**src/rtl/systolic_pkg.sv**
```systemverilog
// Shared types and defaults for the systolic array controller.
// Holds the controller state enum and a saturating 32-bit increment helper.
package systolic_pkg;
  localparam int SYS_N_DEF  = 4;
  localparam int SYS_KW_DEF = 8;

  typedef enum logic [2:0] {
    S_IDLE,
    S_CLEAR,
    S_FEED,
    S_FLUSH,
    S_DRAIN,
    S_DONE
  } state_t;

  function automatic logic [31:0] sat_inc32(input logic [31:0] v);
    return (v == 32'hFFFF_FFFF) ? v : v + 32'd1;
  endfunction
endpackage

```
**src/rtl/systolic_ctrl_if.sv**
```systemverilog
// Result-drain handshake between the controller (master) and the row consumer (slave).
// The master presents a row index with valid; the slave accepts it with ready.
interface systolic_ctrl_if
  import systolic_pkg::*;
  #(parameter int N = SYS_N_DEF) ();
  logic                 o_drain_valid;
  logic                 i_drain_ready;
  logic [$clog2(N)-1:0] o_drain_row;

  modport master (output o_drain_valid, output o_drain_row, input i_drain_ready);
  modport slave  (input o_drain_valid, input o_drain_row, output i_drain_ready);
endinterface

```
**src/rtl/systolic_skew_gen.sv**
```systemverilog
// Diagonal operand-enable generator: row/column i is live while i <= t < i+K.
// Purely combinational; the controller registers the result.
module systolic_skew_gen
  import systolic_pkg::*;
  #(
    parameter int N  = SYS_N_DEF,
    parameter int KW = SYS_KW_DEF,
    parameter int CW = KW + $clog2(N)
  ) (
    input  logic          i_feed,
    input  logic [CW-1:0] i_t,
    input  logic [KW-1:0] i_k,
    output logic [N-1:0]  o_en
  );

  // One extra bit so i+K never wraps at the maximum K.
  logic [CW:0] w_t;
  assign w_t = {1'b0, i_t};

  always_comb begin
    o_en = '0;
    for (int i = 0; i < N; i++) begin
      if (i_feed && (w_t >= (CW+1)'(i)) && (w_t < ((CW+1)'(i) + (CW+1)'(i_k))))
        o_en[i] = 1'b1;
    end
  end
endmodule

```
**src/rtl/systolic_ctrl.sv**
```systemverilog
// Sequencer for an NxN systolic MAC array: clear, skewed feed, flush, drain rows, done.
// Optional busy-cycle counter on o_cycle_cnt when SYSTOLIC_CTRL_PERF_EN is defined.
module systolic_ctrl
  import systolic_pkg::*;
  #(
    parameter int N  = SYS_N_DEF,
    parameter int KW = SYS_KW_DEF
  ) (
    input  logic                      i_clk,
    input  logic                      i_rst,
    input  logic                      i_start,
    input  logic [KW-1:0]             i_k_len,
    output logic                      o_busy,
    output logic                      o_arr_clr,
    output logic [KW+$clog2(N)-1:0]   o_feed_t,
    output logic [N-1:0]              o_row_en,
    output logic [N-1:0]              o_col_en,
    output logic                      o_done,
`ifdef SYSTOLIC_CTRL_PERF_EN
    output logic [31:0]               o_cycle_cnt,
`endif
    systolic_ctrl_if.master           drain
  );

  localparam int CW = KW + $clog2(N);
  localparam int RW = $clog2(N);

  state_t        r_state, w_state_nxt;
  logic [KW-1:0] r_k;
  logic [CW-1:0] r_cnt, w_cnt_nxt, w_feed_last, w_feed_t_nxt;
  logic [RW-1:0] r_row, w_row_nxt;
  logic [N-1:0]  w_en;

  logic          r_busy, r_arr_clr, r_done, r_drain_vld;
  logic [CW-1:0] r_feed_t;
  logic [N-1:0]  r_row_en, r_col_en;
  logic [RW-1:0] r_drain_row;

  // Last feed index is F-1 = K+N-2; only evaluated when K >= 1.
  assign w_feed_last = CW'(r_k) + CW'(N) - CW'(2);

  always_comb begin
    w_state_nxt = r_state;
    w_cnt_nxt   = r_cnt;
    w_row_nxt   = r_row;
    unique case (r_state)
      S_IDLE: begin
        if (i_start) begin
          w_state_nxt = S_CLEAR;
          w_cnt_nxt   = '0;
          w_row_nxt   = '0;
        end
      end
      S_CLEAR: begin
        w_cnt_nxt   = '0;
        w_state_nxt = (r_k == '0) ? S_DRAIN : S_FEED;
      end
      S_FEED: begin
        if (r_cnt == w_feed_last) begin
          w_state_nxt = S_FLUSH;
          w_cnt_nxt   = '0;
        end else begin
          w_cnt_nxt = r_cnt + CW'(1);
        end
      end
      S_FLUSH: begin
        if (r_cnt == CW'(N - 1)) begin
          w_state_nxt = S_DRAIN;
          w_cnt_nxt   = '0;
        end else begin
          w_cnt_nxt = r_cnt + CW'(1);
        end
      end
      S_DRAIN: begin
        if (r_drain_vld && drain.i_drain_ready) begin
          if (r_row == RW'(N - 1)) begin
            w_state_nxt = S_DONE;
            w_row_nxt   = '0;
          end else begin
            w_row_nxt = r_row + RW'(1);
          end
        end
      end
      S_DONE:  w_state_nxt = S_IDLE;
      default: w_state_nxt = S_IDLE;
    endcase
  end

  assign w_feed_t_nxt = (w_state_nxt == S_FEED) ? w_cnt_nxt : '0;

  systolic_skew_gen #(.N(N), .KW(KW), .CW(CW)) u_skew (
    .i_feed (w_state_nxt == S_FEED),
    .i_t    (w_feed_t_nxt),
    .i_k    (r_k),
    .o_en   (w_en)
  );

  always_ff @(posedge i_clk) begin
    if (i_rst) begin
      r_state     <= S_IDLE;
      r_k         <= '0;
      r_cnt       <= '0;
      r_row       <= '0;
      r_busy      <= 1'b0;
      r_arr_clr   <= 1'b0;
      r_feed_t    <= '0;
      r_row_en    <= '0;
      r_col_en    <= '0;
      r_drain_vld <= 1'b0;
      r_drain_row <= '0;
      r_done      <= 1'b0;
    end else begin
      r_state     <= w_state_nxt;
      r_cnt       <= w_cnt_nxt;
      r_row       <= w_row_nxt;
      if (r_state == S_IDLE && i_start)
        r_k <= i_k_len;
      r_busy      <= (w_state_nxt != S_IDLE);
      r_arr_clr   <= (w_state_nxt == S_CLEAR);
      r_feed_t    <= w_feed_t_nxt;
      r_row_en    <= w_en;
      r_col_en    <= w_en;
      r_drain_vld <= (w_state_nxt == S_DRAIN);
      r_drain_row <= (w_state_nxt == S_DRAIN) ? w_row_nxt : '0;
      r_done      <= (w_state_nxt == S_DONE);
    end
  end

  assign o_busy              = r_busy;
  assign o_arr_clr           = r_arr_clr;
  assign o_feed_t            = r_feed_t;
  assign o_row_en            = r_row_en;
  assign o_col_en            = r_col_en;
  assign o_done              = r_done;
  assign drain.o_drain_valid = r_drain_vld;
  assign drain.o_drain_row   = r_drain_row;

`ifdef SYSTOLIC_CTRL_PERF_EN
  logic [31:0] r_run_cnt, r_cycle_cnt;

  // r_run_cnt tracks the cycle count as of the state being entered, so DONE publishes the total.
  always_ff @(posedge i_clk) begin
    if (i_rst) begin
      r_run_cnt   <= '0;
      r_cycle_cnt <= '0;
    end else begin
      if (w_state_nxt == S_CLEAR)
        r_run_cnt <= 32'd1;
      else if (w_state_nxt != S_IDLE)
        r_run_cnt <= sat_inc32(r_run_cnt);
      if (w_state_nxt == S_DONE)
        r_cycle_cnt <= sat_inc32(r_run_cnt);
    end
  end

  assign o_cycle_cnt = r_cycle_cnt;
`endif
endmodule

```
**src/flat_wrapper.sv**
```systemverilog
// flat-port wrapper written by rule: the top's interface ports become plain ports
module systolic_ctrl_flat import systolic_pkg::*;
#(
    parameter int N  = SYS_N_DEF,
    parameter int KW = SYS_KW_DEF
  )
  (i_clk, i_rst, i_start, i_k_len, o_busy, o_arr_clr, o_feed_t, o_row_en, o_col_en, o_done, drain_o_drain_valid, drain_o_drain_row, drain_i_drain_ready);
  systolic_ctrl_if #(.N(N)) drain_i ();
  input  logic i_clk;
  input  logic i_rst;
  input  logic i_start;
  input  logic [KW-1:0] i_k_len;
  output logic o_busy;
  output logic o_arr_clr;
  output logic [KW+$clog2(N)-1:0] o_feed_t;
  output logic [N-1:0] o_row_en;
  output logic [N-1:0] o_col_en;
  output logic o_done;
  output wire logic [$bits(drain_i.o_drain_valid)-1:0] drain_o_drain_valid;
  output wire logic [$bits(drain_i.o_drain_row)-1:0] drain_o_drain_row;
  input wire logic [$bits(drain_i.i_drain_ready)-1:0] drain_i_drain_ready;
  assign drain_o_drain_valid = drain_i.o_drain_valid;
  assign drain_o_drain_row = drain_i.o_drain_row;
  assign drain_i.i_drain_ready = drain_i_drain_ready;
  systolic_ctrl #(.N(N), .KW(KW)) u_core (.i_clk(i_clk), .i_rst(i_rst), .i_start(i_start), .i_k_len(i_k_len), .o_busy(o_busy), .o_arr_clr(o_arr_clr), .o_feed_t(o_feed_t), .o_row_en(o_row_en), .o_col_en(o_col_en), .o_done(o_done), .drain(drain_i));
endmodule
```
**config.mk**
```make
export PLATFORM = sky130hd
export DESIGN_NAME = systolic_ctrl_flat
export DESIGN_NICKNAME = d
export VERILOG_FILES = /design/src/rtl/systolic_pkg.sv /design/src/rtl/systolic_ctrl_if.sv /design/src/rtl/systolic_skew_gen.sv /design/src/rtl/systolic_ctrl.sv /design/src/flat_wrapper.sv
export SDC_FILE = /design/constraint.sdc
export NUM_CORES = 1
export LEC_CHECK = 0
export ABC_AREA = 1
export CORE_ASPECT_RATIO = 1.75
export CORE_MARGIN = 2
export CORE_UTILIZATION = 52
export CTS_CLUSTER_DIAMETER = 200
export DETAILED_ROUTE_END_ITERATION = 7
export PLACE_DENSITY_LB_ADDON = 0.15
export SETUP_SLACK_MARGIN = 0.15
export SLEW_MARGIN = 10
export SYNTH_ARGS = -nofsm -noshare
export SYNTH_HDL_FRONTEND = slang
export SYNTH_SLANG_ARGS = --single-unit
```
**constraint.sdc**
```tcl
create_clock -name i_clk -period 3.5 [get_ports i_clk]
set_clock_uncertainty 0.1 [all_clocks]
set_input_delay 0.7 -clock i_clk [delete_from_list [all_inputs] [get_ports i_clk]]
set_output_delay 0.7 -clock i_clk [all_outputs]
set_load 0.1 [all_outputs]
```
==> impl_metrics.ini, run 1 <==
[floorplan]
row_count = 39
dieArea_um2 = 7250
io_pins = 36
initial_utilization_pct = 52.9
die_x_um = 65.2
die_y_um = 111
coreArea_um2 = 6440

[synth]
synth-async-reset-ratio_pct = 0
synthTopCellsByCount = nand2_1 (107), inv_1 (79), nor2_1 (64)
synthesis.instances = 508
synth_top_area_share_pct = 25.2
synth_area_leaders = dfxtp_1 (25%), ha_1 (15%), nand2_1 (12%)
yosysUniqueCellTypes = 37
yosys_warnings = 0
yosysSeqAreaShare_pct = 25.2
syn-num-nets = 561
ys_seq_elements = 43
synth.largest_area_cell = dfxtp_1
synth_edf_count = 0
synth_area_um2 = 3410
syn_area_per_cell_um2 = 6.71
synth_ff_type = dfxtp_1
synth.most_common_cell = nand2_1

[clocking]
cts_buffers = 5
cts_tree = done
cts-htree-levels = 2
clkSlewWorstSetupHoldPaths_ns = 0.06
clk_latency_ns = 0.28
clock_path_buffers = 2
clock_sinks = 43
root_buffer = clkbuf_16
holdBufCountCts = 0

[routing]
dr.pass1.iters = 4
drt_iter0_drc = 251
via_count = 3556
wire_per_inst_um = 15.7
wl_met3_um = 272
final_antenna_net_count = 0
highest_layer = met4
wl_met1_um = 3830
drc = 0
drt_wl_total_um = 10600
viasPerCell = 5.29
route.met2.wl_um = 5730

[global_routing]
grt_pass1_vias = 3615
antenna_found_initial = 0
grt_overflow = 0
grt_pass1_wl_um = 16700
track_usage_pct = 30.3
grt_start_max_net_pins = 22

[place]
hpwl_um = 8580
placed_cells = 654
port_buffers = 35
gp_congestion = 0.990

[layout]
insertedDiodeCount = 0
final_cell_count_no_fill = 672
utilization_pct = 69.7
syn_to_final_growth_pct = 31.6
layout-drive-gt1-share_pct = 20.3
nets = 642

[pwr]
power.leakage_nw = 2.19
p_per_area_nw_per_um2 = 362
ir_drop_mv = 0.355

[timing]
rsz0062_at_grt = true
drv_slew = 0
hold_viol_final = 0
max_freq_mhz = 304
hold_ws_ns = 0.514
worst_slew_pin_slew_ns = 0.975
finalCriticalPeriod_ns = 3.29
maxSlewHeadroom_pct = 34.8
setup_violations = 0
finalCritPeriodShare_pct = 94.0
tns_ns = 0

[worst_setup_path]
cp-end-kind = flop
critical_path.most_common_cell = nand2_1
crit_chain = inv_1 > ha_4 > inv_1 > nand2_1 > nand2_1 > nand3_1 > nor2_2 > nand3_1 > nor2_2 > nand3_2 > o21ai_2 > nand2_4 > nand2_1 > o21ai_0 > nand2_1 > inv_1 > ha_1 > nand2_1 > nand3b_1 > nor3_1 > nor2_1
slowest_delay_ns = 0.33
crit_required_ns = 3.57
arrival_ns = 3.36
crit_fanout = 9
cp_slowest_cell = dfxtp_1
startpoint_type = flop
worstSetupPathType = flop to flop

[run_status]
outcome = finished clean

[flow_run]
maxCapViolations = 0

[worst_hold_path]
hold_path_class = flop to flop
per-layer routing:
layer / global-route usage [%] / up-vias
li1: - / 1792
met1: 29.5 / 1615
met2: 57.1 / 103
met3: 3.35 / 46
met4: 19.2 / 0
met5: 0 / -
sequential cells by signal, indices dropped and copies added (netlist names):
register                    flops
u_core.drain.o_drain_row        2
u_core.drain.o_drain_valid      1
u_core.o_arr_clr                1
u_core.o_busy                   1
u_core.o_done                   1
u_core.o_feed_t                10
u_core.o_row_en                 4
u_core.r_cnt                   10
u_core.r_k                      8
u_core.r_row                    2
u_core.r_state                  3
placed cells by master (no fill, tap or decap), types with 8 or more instances in the layout:
master,netlist,final
o21ai_0,25,24
nand3_2,4,8
clkdlybuf4s50_1,0,34
ha_1,41,35
a21oi_1,22,19
inv_1,79,76
xor2_1,15,15
nand2_1,107,99
dfxtp_1,43,39
nand2_2,5,12
nand4_1,9,9
buf_4,5,53
nor2_1,64,60
nand3_1,33,29
cell families (layout without fill, tap and decap cells):
kind of cell	Yosys count	in the layout	synth area share [%]
adder cells (fa/ha/maj)	41	41	15.0
AND/OR/NAND/NOR	244	244	32.2
AO/OA/AOI/OAI	64	64	11.1
flip-flops	43	43	25.2
buffers and inverters	97	179	11.5
XOR/XNOR	19	19	4.88
cell type report:
class | count | area [µm²]
clock buffer | 6 | 129
clock inverter | 2 | 12.5
fill | 579 | 1950
inverter | 84 | 318
multi-input combinational | 368 | 2320
sequential | 43 | 871
tap | 82 | 103
timing repair buffer | 87 | 738
repair_timing:
action	CTS	global route
gates resized for setup	12	31
endpoints found under the setup margin	4	4
setup buffers	9	1
pin swaps	4	5
report_power, final:
group	switching (mW)	leakage (nW)	internal, mW
registers	0.0295	0.351	0.516
logic	0.398	1.78	0.231
clock network	0.187	0.0669	0.263
total	0.614	2.19	1.01
worst paths after layout:
| kind | start | to | slack [ns] | cells after the start |
|---|---|---|---|---|
| max | u_core.r_k[1] | u_core.o_row_en[2] | 0.21 | 21 |
| min | u_core.r_cnt[1] | u_core.r_cnt[1] | 0.51 | 4 |
| max reg2reg | u_core.r_k[1] | u_core.o_row_en[2] | 0.21 | 21 |
| min reg2reg | u_core.r_cnt[1] | u_core.r_cnt[1] | 0.51 | 4 |
worst max-delay path, delay by kind of cell (launching register included):
kind / cells / cell delay [ns]
DFF: 1 / 0.33
adders and majority gates: 2 / 0.60
buffers and inverters: 3 / 0.24
AOI/OAI and AO/OA: 2 / 0.30
and+or+nand+nor: 14 / 1.59
metrics by stage:
step / total power [mW] / cell area [µm²] / setup slack [ns]
final: 1.62 / 4490 / 0.209
after global routing: 1.71 / 4490 / -0.0465
after CTS: 1.59 / 4350 / 0.144
after detailed placement: 1.11 / 4100 / -0.122
after global placement: 1.10 / 4100 / -0.0836
after floorplan: 0.929 / 3410 / 0.263
(Power assumes the default switching activity.)
==> inputs of run 2 (changes only) <==
--- a/config.mk
+++ b/config.mk
@@ -11,7 +11,7 @@
 export CORE_UTILIZATION = 52
 export CTS_CLUSTER_DIAMETER = 200
 export DETAILED_ROUTE_END_ITERATION = 7
-export PLACE_DENSITY_LB_ADDON = 0.15
+export PLACE_DENSITY = 0.77
 export SETUP_SLACK_MARGIN = 0.15
 export SLEW_MARGIN = 10
 export SYNTH_ARGS = -nofsm -noshare
==> run 2 against run 1 <==
The run now ends with negative setup slack left. Sequential share of layout area down 2.0 points. Cell area is 12% higher. Maximum frequency is 7.6% lower. Critical path depth is 3 higher. Die area is the same. Critical path type unchanged. Critical endpoint is now u_core.o_row_en[0]. Largest power group unchanged. Highest routed layer unchanged.
==> impl_metrics.ini, run 2 (synthesized netlist as in run 1, its figures left out) <==
[pwr]
p_switching_uw = 714
clkPwrFrac_pct = 26.5
ir_drop_mv = 0.289
pwr-share-seq_pct = 30.8
p_comb_share_pct = 42.7
p_int_mw = 1.07
p_per_area_nw_per_um2 = 356
finalPower_mw = 1.79
power.leakage_nw = 2.33
netSwitchingFraction_pct = 40.0

[routing]
viasPerCell = 5.80
drc = 0
dr.pass1.iters = 8
drt_wl_total_um = 12700
drt_iter0_drc = 435
via_count = 3999
wire_per_inst_um = 18.4
final_antenna_net_count = 0

[run_status]
outcome = finished with violations
violations = negative setup slack

[timing]
hold_viol_final = 0
worst_slew_pin_slew_ns = 0.980
layout_setup_ws_ns = -0.0616
finalCritPeriodShare_pct = 102
drv_slew = 0
max_freq_mhz = 281
maxSlewHeadroom_pct = 34.5
finalCriticalPeriod_ns = 3.56
rsz0062_at_grt = true
setup_violations = 1

[place]
place_ws_ns = -0.219
port_buffers = 35
hpwl_um = 7980
gp_congestion = 0.986

[layout]
utilization_pct = 77.9
insertedDiodeCount = 0
multiInputGateArea_um2 = 2650
final_common_cell = nand2_1
fillerInstances = 442
layout-drive-gt1-share_pct = 31.7
nets = 660
mostFrequentLayoutCells = nand2_1 (86), inv_1 (65), buf_4 (59), nor2_1 (55), dfxtp_1 (38)
syn_to_final_growth_pct = 47.2
seq_area_um2 = 872

[clocking]
clock_path_buffers = 2
clkSlewWorstSetupHoldPaths_ns = 0.06
cts_tree = done
clock_sinks = 43
cts-htree-levels = 2
clk_latency_ns = 0.30
root_buffer = clkbuf_16
cts_buffers = 5

[floorplan]
initial_utilization_pct = 52.9
row_count = 39
die_x_um = 65.2
io_pins = 36
dieArea_um2 = 7250
coreArea_um2 = 6440
die_y_um = 111

[global_routing]
grt_start_max_net_pins = 20
grt_pass1_vias = 3728
grt_overflow = 0
grt_pass1_wl_um = 17200
antenna_found_initial = 0
track_usage_pct = 30.7

[worst_setup_path]
cp-end-kind = flop
worstSetupPathType = flop to flop
arrival_ns = 3.67
startpoint_type = flop
crit_required_ns = 3.61
crit_fanout = 5

[worst_hold_path]
hold_path_class = flop to flop

[flow_run]
maxCapViolations = 0
run 2: cell count changes in the layout (fill, tap and decap cells not counted), moves of 6 or more:
cell	previous run	this run
inv_1	76	65
ha_4	6	15
nor2_4	5	11
nand2_4	2	8
nand2_1	99	86
inv_2	6	12
o21ai_0	24	18
nand2_2	12	19
buf_6	0	12
buf_4	53	59
ha_1	35	23
run 2: power groups by stage:
stage	clock, mW	combinational (mW)	sequential, mW
after floorplan	0	0.333	0.595
after global placement	0	0.532	0.552
after detailed placement	0	0.544	0.554
after CTS	0.472	0.601	0.545
after global routing	0.486	0.807	0.554
final	0.473	0.763	0.551
run 2: cell type report:
class / instances / area share [%]
sequential: 43 / 17.4
clock inverter: 2 / 0.249
timing repair buffer: 104 / 18.3
tap: 82 / 2.04
clock buffer: 6 / 2.57
multi-input combinational: 369 / 52.8
inverter: 84 / 6.63
run 2: stage by stage:
| step | cells | hold WS [ns] | cell area [µm²] | setup TNS [ns] |
|---|---|---|---|---|
| after floorplan | 508 | 0.398 | 3410 | 0 |
| after global placement | 640 | 0.469 | 3990 | -0.349 |
| after detailed placement | 640 | 0.471 | 3990 | -0.627 |
| after CTS | 676 | 0.484 | 4480 | 0 |
| after global routing | 690 | 0.530 | 5020 | -0.317 |
| final | 690 | 0.488 | 5020 | -0.0616 |
run 2: critical path, cell delays in order (launching register included):
cell      delay [ns]
dfxtp_4         0.37
buf_6           0.13
ha_4            0.25
inv_2           0.04
nand2_1         0.04
nand2_1         0.11
nand3_2         0.13
nor2_4          0.13
nand3_2         0.09
nor2_4          0.11
nand3_4         0.12
o21ai_4         0.22
buf_6           0.13
nand2_4         0.07
buf_4           0.16
nand2_1         0.08
o21ai_2         0.09
nand2_1         0.17
inv_2           0.11
ha_1            0.34
nand2_1         0.08
nand2_1         0.09
nand2_1         0.08
nand3b_1        0.08
nor2_1          0.13
run 2: worst paths after layout:
check,startpoint,end,slack [ns],cells after the start
worst max register to register,u_core.r_k[2],u_core.o_row_en[0],-0.06,24
worst min-delay path,u_core.r_row[0],u_core.r_row[0],0.49,3
worst min register to register,u_core.r_row[0],u_core.r_row[0],0.49,3
worst max-delay path,u_core.r_k[2],u_core.o_row_en[0],-0.06,24
run 2: what timing repair did:
action	in CTS	in global routing
endpoints found under the setup margin	4	6
hold endpoints to repair	0	0
hold buffers	0	0
cloned	1	0
pin swaps	18	22
buffers inserted	27	14
resized for setup	36	105
run 2: metal layers:
layer | global-route usage, % | vias up | routed length, µm
met5 | 0 | - | 0
met1 | 31.0 | 1845 | 4350
met4 | 26.1 | 0 | 1010
li1 | - | 1817 | -
met3 | 4.06 | 88 | 827
met2 | 53.1 | 249 | 6500
